## src/rtl/otter_intr_ctrl_pkg.sv

```systemverilog
// rtl/otter_intr_ctrl_pkg.sv - shared types and defaults for the OTTER interrupt controller
package otter_intc_pkg;

    localparam int INTC_NUM_SRC     = 4;
    localparam int INTC_SYNC_STAGES = 2;

    typedef enum logic [1:0] {
        INTC_IDLE,
        INTC_REQ,
        INTC_SERVICE
    } intc_state_t;

    // A single source still needs a one-bit cause field.
    function automatic int intc_id_w(input int n);
        return (n > 1) ? $clog2(n) : 1;
    endfunction

endpackage

```

## src/rtl/otter_intr_ctrl_if.sv

```systemverilog
// rtl/otter_intr_ctrl_if.sv - CSR/FSM-facing signal bundle of the interrupt controller
interface otter_intr_ctrl_if
    import otter_intc_pkg::*;
#(
    parameter int NUM_SRC = INTC_NUM_SRC
);
    localparam int ID_W = intc_id_w(NUM_SRC);

    logic [NUM_SRC-1:0] irq_src;
    logic [NUM_SRC-1:0] irq_en;
    logic               glb_ie;
    logic [NUM_SRC-1:0] pend_clr;
    logic               int_taken;
    logic               mret_exec;
    logic               intr_out;
    logic [ID_W-1:0]    cause_id;
    logic               cause_valid;
    logic [NUM_SRC-1:0] pending;

    modport master (
        output irq_src, irq_en, glb_ie, pend_clr, int_taken, mret_exec,
        input  intr_out, cause_id, cause_valid, pending
    );

    modport slave (
        input  irq_src, irq_en, glb_ie, pend_clr, int_taken, mret_exec,
        output intr_out, cause_id, cause_valid, pending
    );

endinterface

```

## src/rtl/otter_intr_ctrl_sync_edge.sv

```systemverilog
// rtl/otter_intr_ctrl_sync_edge.sv - per-source synchronizer with rising-edge detect
module intc_sync_edge #(
    parameter int SYNC_STAGES = 2
) (
    input  logic clk,
    input  logic resetn,
    input  logic irq,
    output logic rise
);
    logic [SYNC_STAGES-1:0] sync_q;
    logic                   prev_q;

    always_ff @(posedge clk) begin
        if (!resetn) begin
            sync_q <= '0;
            prev_q <= 1'b0;
        end else begin
            sync_q <= {sync_q[SYNC_STAGES-2:0], irq};
            prev_q <= sync_q[SYNC_STAGES-1];
        end
    end

    assign rise = sync_q[SYNC_STAGES-1] & ~prev_q;

endmodule

```

## src/rtl/otter_intr_ctrl.sv

```systemverilog
// rtl/otter_intr_ctrl.sv - fixed-priority, non-nesting interrupt controller for the OTTER FSM
module otter_intr_ctrl
    import otter_intc_pkg::*;
#(
    parameter int NUM_SRC     = INTC_NUM_SRC,
    parameter int SYNC_STAGES = INTC_SYNC_STAGES
) (
    input  logic              INTC_clk,
    input  logic              INTC_RSTn,
    otter_intr_ctrl_if.slave  bus
);
    localparam int ID_W = intc_id_w(NUM_SRC);

    logic [NUM_SRC-1:0] rise;
    logic [NUM_SRC-1:0] eligible;
    logic [NUM_SRC-1:0] clr_win;
    logic [NUM_SRC-1:0] pend_q;
    logic [ID_W-1:0]    cause_q;
    logic [ID_W-1:0]    winner;
    intc_state_t        state;
    intc_state_t        state_nxt;

    for (genvar g = 0; g < NUM_SRC; g++) begin : g_src
        intc_sync_edge #(.SYNC_STAGES(SYNC_STAGES)) u_sync (
            .clk    (INTC_clk),
            .resetn (INTC_RSTn),
            .irq    (bus.irq_src[g]),
            .rise   (rise[g])
        );
    end

    // Index 0 is highest priority: scan downward so the lowest set bit wins.
    function automatic logic [ID_W-1:0] prio_pick(input logic [NUM_SRC-1:0] v);
        prio_pick = '0;
        for (int i = NUM_SRC - 1; i >= 0; i--) begin
            if (v[i]) prio_pick = ID_W'(i);
        end
    endfunction

    assign eligible = pend_q & bus.irq_en;
    assign winner   = prio_pick(eligible);

    always_comb begin
        state_nxt = state;
        clr_win   = '0;
        case (state)
            INTC_IDLE: begin
                if (bus.glb_ie && |eligible) state_nxt = INTC_REQ;
            end
            INTC_REQ: begin
                if (bus.int_taken) begin
                    state_nxt        = INTC_SERVICE;
                    clr_win[cause_q] = 1'b1;
                end else if (!bus.glb_ie || !bus.irq_en[cause_q] || !pend_q[cause_q]) begin
                    state_nxt = INTC_IDLE;
                end
            end
            INTC_SERVICE: begin
                if (bus.mret_exec) state_nxt = INTC_IDLE;
            end
            default: state_nxt = INTC_IDLE;
        endcase
    end

    // A fresh edge always re-sets pending, even against a clear in the same cycle.
    always_ff @(posedge INTC_clk) begin
        if (!INTC_RSTn) begin
            state   <= INTC_IDLE;
            pend_q  <= '0;
            cause_q <= '0;
        end else begin
            state  <= state_nxt;
            pend_q <= (pend_q & ~bus.pend_clr & ~clr_win) | rise;
            if (state == INTC_IDLE && state_nxt == INTC_REQ) cause_q <= winner;
        end
    end

    assign bus.intr_out    = (state == INTC_REQ);
    assign bus.cause_valid = (state != INTC_IDLE);
    assign bus.cause_id    = (NUM_SRC == 1) ? '0 : cause_q;
    assign bus.pending     = pend_q;

endmodule

```

## src/flat_wrapper.sv

```systemverilog
// flat-port wrapper written by rule: the top's interface ports become plain ports
module otter_intr_ctrl_flat import otter_intc_pkg::*;
#(
    parameter int NUM_SRC     = INTC_NUM_SRC,
    parameter int SYNC_STAGES = INTC_SYNC_STAGES
)
  (INTC_clk, INTC_RSTn, bus_irq_src, bus_irq_en, bus_glb_ie, bus_pend_clr, bus_int_taken, bus_mret_exec, bus_intr_out, bus_cause_id, bus_cause_valid, bus_pending);
  otter_intr_ctrl_if #(.NUM_SRC(NUM_SRC)) bus_i ();
  input  logic INTC_clk;
  input  logic INTC_RSTn;
  input wire logic [$bits(bus_i.irq_src)-1:0] bus_irq_src;
  input wire logic [$bits(bus_i.irq_en)-1:0] bus_irq_en;
  input wire logic [$bits(bus_i.glb_ie)-1:0] bus_glb_ie;
  input wire logic [$bits(bus_i.pend_clr)-1:0] bus_pend_clr;
  input wire logic [$bits(bus_i.int_taken)-1:0] bus_int_taken;
  input wire logic [$bits(bus_i.mret_exec)-1:0] bus_mret_exec;
  output wire logic [$bits(bus_i.intr_out)-1:0] bus_intr_out;
  output wire logic [$bits(bus_i.cause_id)-1:0] bus_cause_id;
  output wire logic [$bits(bus_i.cause_valid)-1:0] bus_cause_valid;
  output wire logic [$bits(bus_i.pending)-1:0] bus_pending;
  assign bus_i.irq_src = bus_irq_src;
  assign bus_i.irq_en = bus_irq_en;
  assign bus_i.glb_ie = bus_glb_ie;
  assign bus_i.pend_clr = bus_pend_clr;
  assign bus_i.int_taken = bus_int_taken;
  assign bus_i.mret_exec = bus_mret_exec;
  assign bus_intr_out = bus_i.intr_out;
  assign bus_cause_id = bus_i.cause_id;
  assign bus_cause_valid = bus_i.cause_valid;
  assign bus_pending = bus_i.pending;
  otter_intr_ctrl #(.NUM_SRC(NUM_SRC), .SYNC_STAGES(SYNC_STAGES)) u_core (.INTC_clk(INTC_clk), .INTC_RSTn(INTC_RSTn), .bus(bus_i));
endmodule
```

## config.mk

```make
export PLATFORM = sky130hd
export DESIGN_NAME = otter_intr_ctrl_flat
export DESIGN_NICKNAME = d
export VERILOG_FILES = /design/src/rtl/otter_intr_ctrl_pkg.sv /design/src/rtl/otter_intr_ctrl_if.sv /design/src/rtl/otter_intr_ctrl_sync_edge.sv /design/src/rtl/otter_intr_ctrl.sv /design/src/flat_wrapper.sv
export SDC_FILE = /design/constraint.sdc
export NUM_CORES = 1
export LEC_CHECK = 0
export ABC_AREA = 1
export CAP_MARGIN = 10
export CORE_UTILIZATION = 44
export CTS_CLUSTER_DIAMETER = 120
export DETAILED_ROUTE_END_ITERATION = 6
export HOLD_SLACK_MARGIN = 0.02
export PLACE_DENSITY = 0.83
export SLEW_MARGIN = 20
export SYNTH_ARGS = -nofsm -noshare
export SYNTH_HDL_FRONTEND = slang
export SYNTH_SLANG_ARGS = --single-unit
```

## constraint.sdc

```tcl
create_clock -name INTC_clk -period 1.15 [get_ports INTC_clk]
set_input_delay 0.115 -clock INTC_clk [delete_from_list [all_inputs] [get_ports INTC_clk]]
set_output_delay 0.115 -clock INTC_clk [all_outputs]
set_load 0.01 [all_outputs]
```

==> key figures, run 1 <==
Power and ir drop
  – Clock network power share: ~30%
  – Switching share of power: about 23%
  – Int Power: just over 1000 µW
  – Final Total Pwr: roughly 1300 µW
  – Switch Pwr: between 200 and 300 µW
  – Combinational cell fraction of total power: around 14%
  – Leakage: approximately 0.00064 µW
  – PwrDens: approximately 1100 nW/µm²
  – Sequential share of power: about 56%
  – Max VDD drop: 771 µV

Clock tree
  – Clk root buf: clkbuf_4
  – Worst-case clock buffer depth: 2
  – Clock latency on the worst-skew pair: 0.29 ns
  – CTS tree: built
  – CTS sink count: 20
  – H-tree levels: 1
  – CTS Hold Bufs: 0
  – CTS Buf Count: 3
  – Clk slew on worst S/H paths: approximately 0.1 ns

Global route
  – Overall routing resource usage: 18.3%
  – Vias in the first global route: approximately 670
  – First-pass GRT wire length: roughly 2600 µm
  – Initial antenna violation count: 0
  – GRT overflow: 0
  – Largest net degree at the start of global routing: 12

Logic synthesis
  – Cell count after synthesis: 114
  – Unique masters post-synth: 17
  – Synth Register Bits: 20
  – Top cells by area, synth: dfxtp_1, nand2_1, inv_1, nand3_1, nand3b_1
  – Yosys top cell by area: dfxtp_1
  – Avg Synthesized Cell Area: ~7 µm²
  – Ys Warns: 0
  – Top cell type's share of synthesized area: between 40% and 50%
  – Synthesized area: approximately 820 µm²
  – Synthesized Nets: 131
  – Sequential area share after synthesis: between 40% and 50%

Timing
  – Final hold vios: 0
  – Worst-margin pin slew: between 0.2 and 0.3 ns
  – Unrepaired setup endpoints after global routing: yes
  – Final TNS setup: 0 ns
  – Final period utilization: between 90 and 100%
  – Slew Viols, Final: 0
  – Fin crit period: 1.06 ns
  – Max Freq: around 940 MHz
  – Skew final: around 0.0011 ns
  – Final setup vio count: 0
  – Slew margin rel.: between 80% and 90%

Run status
  – Status: complete, no violations

Detailed routing
  – Drt pass-1 iters: 4
  – Wire per inst: a little under 10 µm
  – Number of DRC markers in iteration 0: 5
  – DRT antenna net count: 0
  – DR vias: around 810
  – WL final: between 1500 and 2000 µm
  – Vias/cell: 4.69
  – Drc violations: 0

Final layout
  – Layout area overhead: 45.9%
  – # fillers: between 150 and 200
  – Layout Nets: roughly 170
  – Fraction of layout cells with a size suffix above 1: ~20%
  – Final Util: between 60% and 70%
  – Multi-input logic area: 342 µm²
  – Ant. Diodes: 0
  – FF/Latch Area: 413 µm²
  – Post-route cell area: between 1000 and 1500 µm²

Hold path
  – Worst min path class: in2reg

Die
  – DIE HEIGHT: 45.1 µm
  – Core footprint: 1730 µm²
  – Initial core utilization: between 40% and 50%
  – Core Rows: 15
  – Die X: 45.1 µm
  – Die area: between 2000 and 2500 µm²
  – # IOs: 25

Setup path
  – CP Class: reg2reg
  – Max Fanout on Critical Path: 4
  – Worst path required time: about 1.4 ns
  – Worst Path Arrival: roughly 1.3 ns
  – CP Launch Type: flop
  – CP endpoint kind: flop

Run
  – Maxcap violations: 0

Place
  – IO Port Bufs: 24
  – Placed inst area: ~1100 µm²
  – Dpl hpwl: about 1200 µm
  – Routability cong.: between 0.8 and 0.9
[Yosys cell counts, drive strengths merged]
| library cell | count |
|---|---|
| a21boi | 2 |
| a21oi | 1 |
| buf | 1 |
| clkbuf | 1 |
| dfxtp | 20 |
| inv | 21 |
| nand2 | 44 |
| nand3 | 7 |
| nand3b | 4 |
| nand4 | 2 |
| nor2 | 5 |
| nor3 | 1 |
| o21a | 1 |
| o22ai | 4 |
[state kept, by name (all words and copies together), names as in the netlist]
register and flops:
u_core.g_src.u_sync.prev_q 4, u_core.g_src.u_sync.sync_q 8, u_core.bus.pending 4, u_core.state 2, u_core.bus.cause_id 2
[logic make-up (layout without fill, tap and decap cells)]
group | after synthesis | count (layout) | share of synthesized area, %
flops | 20 | 20 | 49.1
simple gates | 63 | 63 | 33.6
buf+inv | 23 | 57 | 10.9
compound gates | 8 | 8 | 6.44
[power groups by stage]
stage | Combinational, µW | Sequential (µW) | Clock, µW
after global routing | 200 | 740 | 432
final | 181 | 737 | 393
after detailed placement | 184 | 752 | 0
after floorplan | 73.1 | 755 | 0
after CTS | 178 | 737 | 408
after global placement | 181 | 750 | 0
[through the flow]
stage	worst slack, ns	instances	hold WS, ns
2_1_floorplan	0.0821	114	0.213
3_3_place_gp	-0.155	168	0.391
3_5_place_dp	-0.149	168	0.401
4_1_cts	-0.00560	172	0.331
5_1_grt	-0.0243	173	0.336
6_report	0.0869	173	0.336
[critical path, stage by stage, from the launching register on]
cell and delay (ns):
dfxtp_2 0.37, inv_4 0.05, buf_4 0.12, buf_4 0.13
nand4_1 0.14, nand2_1 0.07, nand2_1 0.06, nor2_1 0.03
[layout make-up]
type / instances / share of cell area (%)
Timing Repair Buffer: 32 / 24.1
Clock buffer: 4 / 3.05
Multi-Input combinational cell: 71 / 28.7
Tap cell: 25 / 2.63
Inverter: 21 / 6.83
Sequential cell: 20 / 34.7
[per-layer routing]
layer	up-vias	global-route usage, %	part of all wire (%)
met5	-	0	0
met4	0	12.1	2.0
met3	5	4.40	5.3
met2	29	31.6	51
met1	359	19.8	41
li1	419	-	-
[worst paths after layout]
kind         depth (start not counted)                               end                        startpoint  slack [ns]
max                                  7            u_core.bus.cause_id[0]                   u_core.state[1]        0.09
min                                  3  u_core.g_src[3].u_sync.sync_q[0]                    bus_irq_src[3]        0.34
max reg2reg                          7            u_core.bus.cause_id[0]                   u_core.state[1]        0.09
min reg2reg                          2  u_core.g_src[3].u_sync.sync_q[1]  u_core.g_src[3].u_sync.sync_q[0]        0.42
[cell usage in the layout, fill, tap and decap left out]
cell	Yosys	routed
buf_2	1	1
clkbuf_8	0	1
nand2_4	0	1
buf_6	0	1
clkdlybuf4s50_1	0	16
inv_2	2	1
nor2_1	3	3
nand3_1	7	7
dfxtp_1	20	12
nand4_1	2	2
dfxtp_2	0	7
nand2_2	1	2
dlygate4sd2_1	0	6
o21a_1	1	1
nand2_1	43	41
buf_4	0	7
nor2_2	2	1
inv_4	0	1
nor3_1	1	1
inv_1	19	19
clkbuf_2	1	1
clkbuf_4	0	3
a21boi_0	2	2
o22ai_1	4	4
nand3b_1	4	4
dfxtp_4	0	1
nor2_4	0	1
a21oi_1	1	1
[repair_timing]
item                       in CTS  in global routing
setup endpoints to repair       8                  4
pin swaps                       0                  0
gates resized for setup        19                  9
buffers inserted                0                  1
gates cloned                    0                  0
(Power assumes the default switching activity.)
==> run 2, diff against run 1 <==
Settings changed: PLACE_DENSITY 0.83 to 0.76.
==> run 2 against run 1 <==
Effect of this change:
- register-to-register slack worse by 0.02 ns
- first-iteration DRC count grew to 3.6 times the previous value
- clock power is 26% lower
- sequential power hardly changed
- highest routed layer unchanged
- largest cell class unchanged
==> key figures, run 2 (same netlist as run 1, synthesis figures left out) <==
Run status
  – Status: complete, no violations

Timing
  – Final setup vio count: 0
  – Worst hold margin: 0.355 ns
  – Unrepaired setup endpoints after global routing: yes
  – Final period utilization: approximately 94%
  – Worst-margin pin slew: around 0.27 ns
  – Fin crit period: between 1 and 1.5 ns
  – Skew final: 0.00255 ns
  – Setup WS post-layout: between 0.06 and 0.07 ns
  – Slew margin rel.: approximately 80%
  – Max Freq: about 920 MHz
  – Final hold vios: 0
  – Slew Viols, Final: 0
  – Final TNS setup: 0 ns

Clock tree
  – H-tree levels: 1
  – Clk root buf: clkbuf_4
  – CTS sink count: 20
  – Worst-case clock buffer depth: 2
  – Clk slew on worst S/H paths: 0.09 ns
  – CTS Buf Count: 3
  – Postcts setup bufs: 0
  – Clock latency on the worst-skew pair: between 0.2 and 0.3 ns
  – CTS tree: built
  – CTS Hold Bufs: 0

Final layout
  – Commonest non-fill, non-tap cells in the layout: nand2_1, inv_1, clkdlybuf4s50_1, dfxtp_1
  – Most common cell after layout, fill and taps aside: nand2_1
  – Largest register FFs: 8
  – Layout area overhead: 43.9%
  – Fraction of layout cells with a size suffix above 1: between 15 and 20%
  – Ant. Diodes: 0
  – Top reg by flops: u_core.g_src.u_sync.sync_q
  – Layout Nets: 166

Global route
  – Vias in the first global route: 711
  – Largest net degree at the start of global routing: 11
  – Overall routing resource usage: 18.9%
  – Initial antenna violation count: 0
  – GRT overflow: 0
  – First-pass GRT wire length: ~2800 µm

Setup path
  – Flop2flop setup slack: ~0.067 ns
  – CP Launch Type: flop
  – Max Fanout on Critical Path: 7
  – CP endpoint kind: flop
  – Worst path required time: approximately 1.4 ns
  – Worst Path Arrival: around 1.3 ns
  – CP Class: reg2reg

Die
  – Core Rows: 15
  – Die X: about 45 µm
  – Die area: just over 2000 µm²
  – # IOs: 25
  – DIE HEIGHT: ~45 µm
  – Core footprint: roughly 1700 µm²
  – Initial core utilization: between 40% and 50%

Detailed routing
  – Number of DRC markers in iteration 0: 18
  – Wire per inst: about 10 µm
  – WL final: 1720 µm
  – Vias/cell: approximately 4.6
  – DRT antenna net count: 0
  – DR vias: 784
  – Drt pass-1 iters: 4
  – Drc violations: 0

Place
  – Routability cong.: about 0.82
  – Dpl hpwl: about 1400 µm
  – Pre-CTS WS: -0.182 ns
  – IO Port Bufs: 24

Power and ir drop
  – Final Total Pwr: between 1000 and 1500 µW
  – Max VDD drop: 979 µV
  – PwrDens: ~1000 nW/µm²
  – Leakage: ~0.00063 µW

Hold path
  – Worst min path class: in2reg

Run
  – Maxcap violations: 0
-- run 2: routing by layer --
| metal | wire (µm) | share of wire, % | track usage (%) | vias to the layer above |
|---|---|---|---|---|
| li1 | - | - | - | 419 |
| met1 | 762 | 44 | 22.4 | 347 |
| met2 | 893 | 52 | 34.2 | 16 |
| met3 | 47 | 2.7 | 1.20 | 2 |
| met4 | 13 | 0.76 | 9.09 | 0 |
| met5 | 0 | 0 | 0 | - |
-- run 2: what timing repair did --
item	in CTS	in global routing
resized for setup	16	11
setup endpoints to repair	9	5
pin swaps	0	7
-- run 2: where the power goes --
| part | internal (µW) | switching, µW |
|---|---|---|
| Clock | 121 | 169 |
| Sequential | 721 | 18.5 |
| Combinational | 102 | 80.4 |
-- run 2: cell type report --
| class | instances | area [µm²] |
|---|---|---|
| Timing Repair Buffer | 32 | 287 |
| Sequential cell | 20 | 413 |
| Fill cell | 153 | 553 |
| Multi-Input combinational cell | 71 | 339 |
| Clock buffer | 3 | 22.5 |
| Tap cell | 25 | 31.3 |
| Inverter | 21 | 81.3 |
-- run 2: final timing paths --
| kind | from | endpoint | cells after the start |
|---|---|---|---|
| max | u_core.bus.cause_id[0] | u_core.state[0] | 9 |
| min | bus_irq_src[2] | u_core.g_src[2].u_sync.sync_q[0] | 3 |
| max reg2reg | u_core.bus.cause_id[0] | u_core.state[0] | 9 |
| min reg2reg | u_core.g_src[3].u_sync.sync_q[0] | u_core.g_src[3].u_sync.sync_q[1] | 2 |
-- run 2: critical path, stage by stage, from the launching register on --
cell     delay, ns
dfxtp_4       0.38
inv_4         0.09
nand2_1       0.06
nand2_1       0.05
nand2_1       0.05
nand2_1       0.08
nand3_1       0.07
nand2_1       0.09
nand2_2       0.06
nor2_2        0.09
-- run 2: metrics by stage --
stage	instance area, µm²	std cells	utilization (%)
floorplan	816	114	-
global placement	1140	169	65.9
detailed placement	1140	169	65.9
CTS	1160	172	67.2
global route	1170	172	68.0
finish	1170	172	68.0
